--- src/rtl/mem_port_arbiter.sv ---
// Two-host to one-device memory port arbiter with same-cycle grant and 1-cycle response routing.
// Supports round-robin or host-B priority with host-A anti-starvation.
module mem_port_arbiter #(
    parameter int DataWidth = 32,
    parameter int AddrWidth = 32,
    parameter int FixedPrio = 0,
    parameter int MaxWait   = 4
) (
    input  logic                 clk_i,
    input  logic                 rst_ni,

    input  logic                 a_req_i,
    output logic                 a_gnt_o,
    input  logic [AddrWidth-1:0] a_addr_i,
    input  logic                 a_we_i,
    input  logic [3:0]           a_be_i,
    input  logic [DataWidth-1:0] a_wdata_i,
    output logic                 a_rvalid_o,
    output logic [DataWidth-1:0] a_rdata_o,

    input  logic                 b_req_i,
    output logic                 b_gnt_o,
    input  logic [AddrWidth-1:0] b_addr_i,
    input  logic                 b_we_i,
    input  logic [3:0]           b_be_i,
    input  logic [DataWidth-1:0] b_wdata_i,
    output logic                 b_rvalid_o,
    output logic [DataWidth-1:0] b_rdata_o,

    output logic                 dev_req_o,
    output logic [AddrWidth-1:0] dev_addr_o,
    output logic                 dev_we_o,
    output logic [3:0]           dev_be_o,
    output logic [DataWidth-1:0] dev_wdata_o,
    input  logic [DataWidth-1:0] dev_rdata_i
);

    localparam logic [3:0] WaitLimit = 4'(MaxWait);

    logic       last_gnt_b;
    logic [3:0] wait_cnt;
    logic       rsp_valid;
    logic       rsp_owner_b;
    logic       a_wins;

    // a_wins only matters on contention; a lone requester is always granted.
    always_comb begin
        if (FixedPrio != 0) begin
            a_wins = (wait_cnt == WaitLimit);
        end else begin
            a_wins = last_gnt_b;
        end
    end

    assign a_gnt_o = a_req_i & (~b_req_i | a_wins);
    assign b_gnt_o = b_req_i & ~a_gnt_o;

    assign dev_req_o   = a_req_i | b_req_i;
    assign dev_addr_o  = b_gnt_o ? b_addr_i  : a_addr_i;
    assign dev_we_o    = b_gnt_o ? b_we_i    : a_we_i;
    assign dev_be_o    = b_gnt_o ? b_be_i    : a_be_i;
    assign dev_wdata_o = b_gnt_o ? b_wdata_i : a_wdata_i;

    always_ff @(posedge clk_i or negedge rst_ni) begin
        if (!rst_ni) begin
            last_gnt_b  <= 1'b1;
            wait_cnt    <= 4'd0;
            rsp_valid   <= 1'b0;
            rsp_owner_b <= 1'b0;
        end else begin
            if (a_gnt_o) begin
                last_gnt_b <= 1'b0;
            end else if (b_gnt_o) begin
                last_gnt_b <= 1'b1;
            end

            if (a_req_i && !a_gnt_o) begin
                if (wait_cnt < WaitLimit) begin
                    wait_cnt <= wait_cnt + 4'd1;
                end
            end else begin
                wait_cnt <= 4'd0;
            end

            rsp_valid   <= a_gnt_o | b_gnt_o;
            rsp_owner_b <= b_gnt_o;
        end
    end

    // The device answers exactly one cycle after the request, so the
    // registered owner alone steers the read data back.
    assign a_rvalid_o = rsp_valid & ~rsp_owner_b;
    assign b_rvalid_o = rsp_valid &  rsp_owner_b;
    assign a_rdata_o  = a_rvalid_o ? dev_rdata_i : '0;
    assign b_rdata_o  = b_rvalid_o ? dev_rdata_i : '0;

endmodule

--- config.mk ---
export PLATFORM = sky130hd
export DESIGN_NAME = mem_port_arbiter
export DESIGN_NICKNAME = d
export VERILOG_FILES = /design/src/rtl/mem_port_arbiter.sv
export SDC_FILE = /design/constraint.sdc
export NUM_CORES = 1
export LEC_CHECK = 0
export ABC_AREA = 1
export BUFFER_PORTS_ARGS = -buffer_cell sky130_fd_sc_hd__buf_4
export CAP_MARGIN = 10
export CORE_AREA = 5 5 116 118
export CTS_CLUSTER_SIZE = 14
export DETAILED_ROUTE_END_ITERATION = 6
export DIE_AREA = 0 0 121 123
export HOLD_SLACK_MARGIN = 0.1
export PLACE_DENSITY = 0.49
export SYNTH_ARGS = -nofsm -noshare
export SYNTH_HDL_FRONTEND = slang
export SYNTH_SLANG_ARGS = --single-unit
--- constraint.sdc ---
create_clock -name clk_i -period 1.31 [get_ports clk_i]
set_input_delay 0 -clock clk_i [delete_from_list [all_inputs] [get_ports clk_i]]
set_output_delay 0 -clock clk_i [all_outputs]
set_load 0.05 [all_outputs]
# [Word level (Yosys, flattened, before mapping)]
# Cells that the tools add are included.
[totals] ff_bits=3 out_inout_bits=138 wordCells=22
[op_classes] n_mux=8 n_bitwise=10 reduce_logical=1
[op_table] op="$mux 32" n=4
[op_table] op="$and 1x1->1" n=4
[op_table] op="$mux 4" n=1
[op_table] op="$mux 1" n=3
[op_table] op="$not 1->1" n=3
[op_table] op="$or 1x1->1" n=3
[op_table] op="$reduce_bool 2->1" n=1

# [Longest topological paths before layout]
[logic_depth] ltp_word=7 mapped_depth=6 depth_no_buf=4

# [Least setup slack after synthesis]
# No wires, ideal clock.
[synth_path] kind="flip-flop to output port" startpoint="register rsp_owner_b" endpoint="output port a_rdata_o[10]" arrival_time_ns=2.122 required_time_ns=1.310 setup_slack_ns=-0.812 path_stages_with_launch=5 n_path_buf=1 cell_sequence="dfrtp_1 -> nor2_1 -> inv_1 -> buf_2 -> nor2_1"
[synth_between] elab_chain_cells=3
[synth_rtl] item="start: declaration" line="43" text="logic rsp_owner_b;"
[synth_rtl] item="start signal: assignment" line="86" text="rsp_owner_b <= b_gnt_o;"
[synth_rtl] item="$not 1->1" line="92" text="assign a_rvalid_o = rsp_valid & ~rsp_owner_b;"
[synth_rtl] item="$and 1x1->1" line="92"
[synth_rtl] item="via a_rvalid_o" line="18" text="output logic a_rvalid_o,"
[synth_rtl] item="$mux 32" line="94" text="assign a_rdata_o = a_rvalid_o ? dev_rdata_i : '0;"
[synth_rtl] item="end: declaration" line="19" text="output logic [DataWidth-1:0] a_rdata_o,"
# The timed path passes the listed nets, and every way through them passes these cells.

# [Final worst setup path]
[layout_path] startpoint="register last_gnt_b, in the netlist a_wins" endpoint="output port dev_wdata_o[19]"
[layout_between] elab_chain_cells=5
[layout_rtl] item="start: declaration" line="40" text="logic last_gnt_b;"
[layout_rtl] item="start signal: assignment" line="66" text="last_gnt_b <= 1'b1;"
[layout_rtl] item="start signal: assignment" line="72" text="last_gnt_b <= 1'b0;"
[layout_rtl] item="start signal: assignment" line="74" text="last_gnt_b <= 1'b1;"
[layout_rtl] item="$or 1x1->1" line="55" text="assign a_gnt_o = a_req_i & (~b_req_i | a_wins);"
[layout_rtl] item="$and 1x1->1" line="55"
[layout_rtl] item="$not 1->1" line="56" text="assign b_gnt_o = b_req_i & ~a_gnt_o;"
[layout_rtl] item="$and 1x1->1" line="56"
[layout_rtl] item="$mux 32" line="62" text="assign dev_wdata_o = b_gnt_o ? b_wdata_i : a_wdata_i;"
[layout_rtl] item="end: declaration" line="34" text="output logic [DataWidth-1:0] dev_wdata_o,"
# Every way passes these cells.

==> flow_summary.json <==
{
  "status": "finished with violations",
  "violations": "setup timing",
  "die-area_mm2": 0.0149,
  "arrival_ns": 1.46,
  "worstPathMaxFanout": 18,
  "die_x_um": 121,
  "clock-root-buffer": "clkbuf_16",
  "drc_errors": 0,
  "antenna_left": 0,
  "crit_path_end_kind": "output pin",
  "drtIter0Drc": 52,
  "tns_ns": -8.66,
  "start_util_pct": 11.5,
  "start_kind": "register",
  "num_antenna_cells": 0,
  "dp_hpwl_um": 9020,
  "vias_per_cell": 3.79,
  "core_mm2": 0.0124,
  "layout-drive-gt1-share_pct": 57.9,
  "first_pass_iters": 3,
  "wl_per_cell_um": 13.1,
  "ir_drop_mv": 0.272,
  "post_synth_instance_area_mm2": 0.00143,
  "globalRouteOverflowTotal": 0,
  "synth_fp_nets": 515,
  "vias": 3120,
  "first_global_vias": 3345,
  "antenna_found_initial": 0,
  "gp_congestion": 0.745,
  "die_y_um": 123,
  "wl_um": 10800,
  "ys_ff_latch": 3,
  "clk_path_buf_depth": 2,
  "power.leakage_nw": 2.84,
  "finalCriticalPeriod_ns": 1.46,
  "maxSlewHeadroom_pct": 87.0,
  "pre_cts_slack_ns": -0.0278,
  "critical_path_required_ns": 1.31,
  "mostFrequentLayoutCells": "210 x buf_4, 199 x nand2_1, 90 x buf_6, 36 x inv_1",
  "p_per_area_mw_per_mm2": 767,
  "hold_path.class": "input pin to async pin",
  "timing_hold_violations_final": 0,
  "period_share_pct": 112,
  "portBuffers": 311,
  "p_total_mw": 3.76,
  "syn_avg_cell_area_um2": 4.19,
  "grt_max_degree": 37,
  "clk_pin_slew_ns": 0.03,
  "yosysWarningCount": 0,
  "maxCapViolCount": 0,
  "clock-sinks": 3,
  "final_common_cell": "buf_4",
  "layout.cells.non_filler": 823,
  "hold-worst-slack_ns": 0.117,
  "synth.distinct_cells": 14,
  "rsz0062_at_grt": "true",
  "worstSkewPairLatency_ns": 0.23,
  "fin_skew_ns": 0.000634,
  "area_delta_synth_final_pct": 243,
  "fp-row-count": 41,
  "cts_buffers": 3,
  "grt.total_usage_pct": 13.3,
  "setup_violations": 69,
  "finalWorstSetupSlack_ns": -0.151,
  "cts_tree": "done",
  "final_max_slew_viol_count": 0,
  "crit_type": "register to output pin",
  "fmax_mhz": 685,
  "yosysSeqAreaShare_pct": 5.35,
  "io_pins": 312,
  "final_nets": 826,
  "tightest_slew_ns": 0.195,
  "grt_pass1_wl_um": 15800,
  "synth_cells": 341,
  "dp_cells": 811,
  "cts_max_level": 1
}
[what timing repair did]
action,4_1_cts,5_1_grt
endpoints found under the hold margin,5,0
hold buffers,3,0
gates cloned,3,0
endpoints found under the setup margin,78,109
setup buffers,3,1
pin swaps,1,2
gates resized for setup,91,50
[area by class of cell]
class / count / area (um^2)
Sequential cell: 3 / 76.3
Fill cell: 1306 / 7460
Clock buffer: 4 / 78.8
Inverter: 38 / 148
Tap cell: 172 / 215
Timing Repair Buffer: 327 / 3030
Multi-Input combinational cell: 279 / 1350
[where the power goes]
group | internal [mW] | switching [mW] | leakage, nW
registers | 0.102 | 0.00695 | 0.0330
logic | 1.22 | 1.92 | 2.76
clock network | 0.403 | 0.0990 | 0.0382
[sequential cells by signal, summed over array words and instances, names as in the netlist]
signal and flops:
a_wins 1, rsp_valid 1, rsp_owner_b 1
[per-stage QoR]
stage	utilization [%]	instance area (um^2)
3_3_place_gp	34.1	4210
2_1_floorplan	-	1690
5_1_grt	39.6	4900
6_report	39.6	4900
3_5_place_dp	34.1	4210
4_1_cts	38.6	4770
[synth_stat cells, drive strengths merged]
cell type / instances / share of area, %
nand2: 210 / 55
nor2: 65 / 17
inv: 38 / 10
buf: 18 / 9.7
clkbuf: 3 / 0.79
a21oi: 2 / 0.96
dfrtp: 2 / 3.5
a21o: 1 / 0.53
dfstp: 1 / 1.8
o21ai: 1 / 0.35
[critical path, cell delays in order, from the launching register on]
cell and delay, ns:
dfstp_2 0.56, a21o_4 0.19, buf_12 0.16, nand2_1 0.07
nand2_2 0.08, buf_8 0.15
[routing by layer]
metal	wire length, um	up-vias	global-route usage [%]
met2	5880	189	26.4
met1	3360	1332	12.4
met5	0	-	0
li1	-	1590	-
met4	147	0	3.33
met3	1430	9	5.58
[logic make-up after synthesis]
logic type | after synthesis | synth area share (%)
AND/OR/NAND/NOR | 275 | 72.3
buffers and inverters | 59 | 20.5
flip-flops | 3 | 5.35
AO/OA/AOI/OAI | 4 | 1.84
[path summary, 6_finish.rpt]
| check | startpoint | endpoint | slack (ns) | cells after the start |
|---|---|---|---|---|
| max | a_wins | dev_wdata_o[19] | -0.15 | 5 |
| min in group clk_i | a_req_i | a_wins | 0.13 | 4 |
| max in group asynchronous | rst_ni | a_wins | 1.01 | 2 |
| max reg2reg | a_wins | a_wins | 0.13 | 4 |
| min | rst_ni | rsp_owner_b | 0.12 | 2 |
| min reg2reg | a_wins | a_wins | 0.56 | 2 |
(Power assumes the default switching activity.)
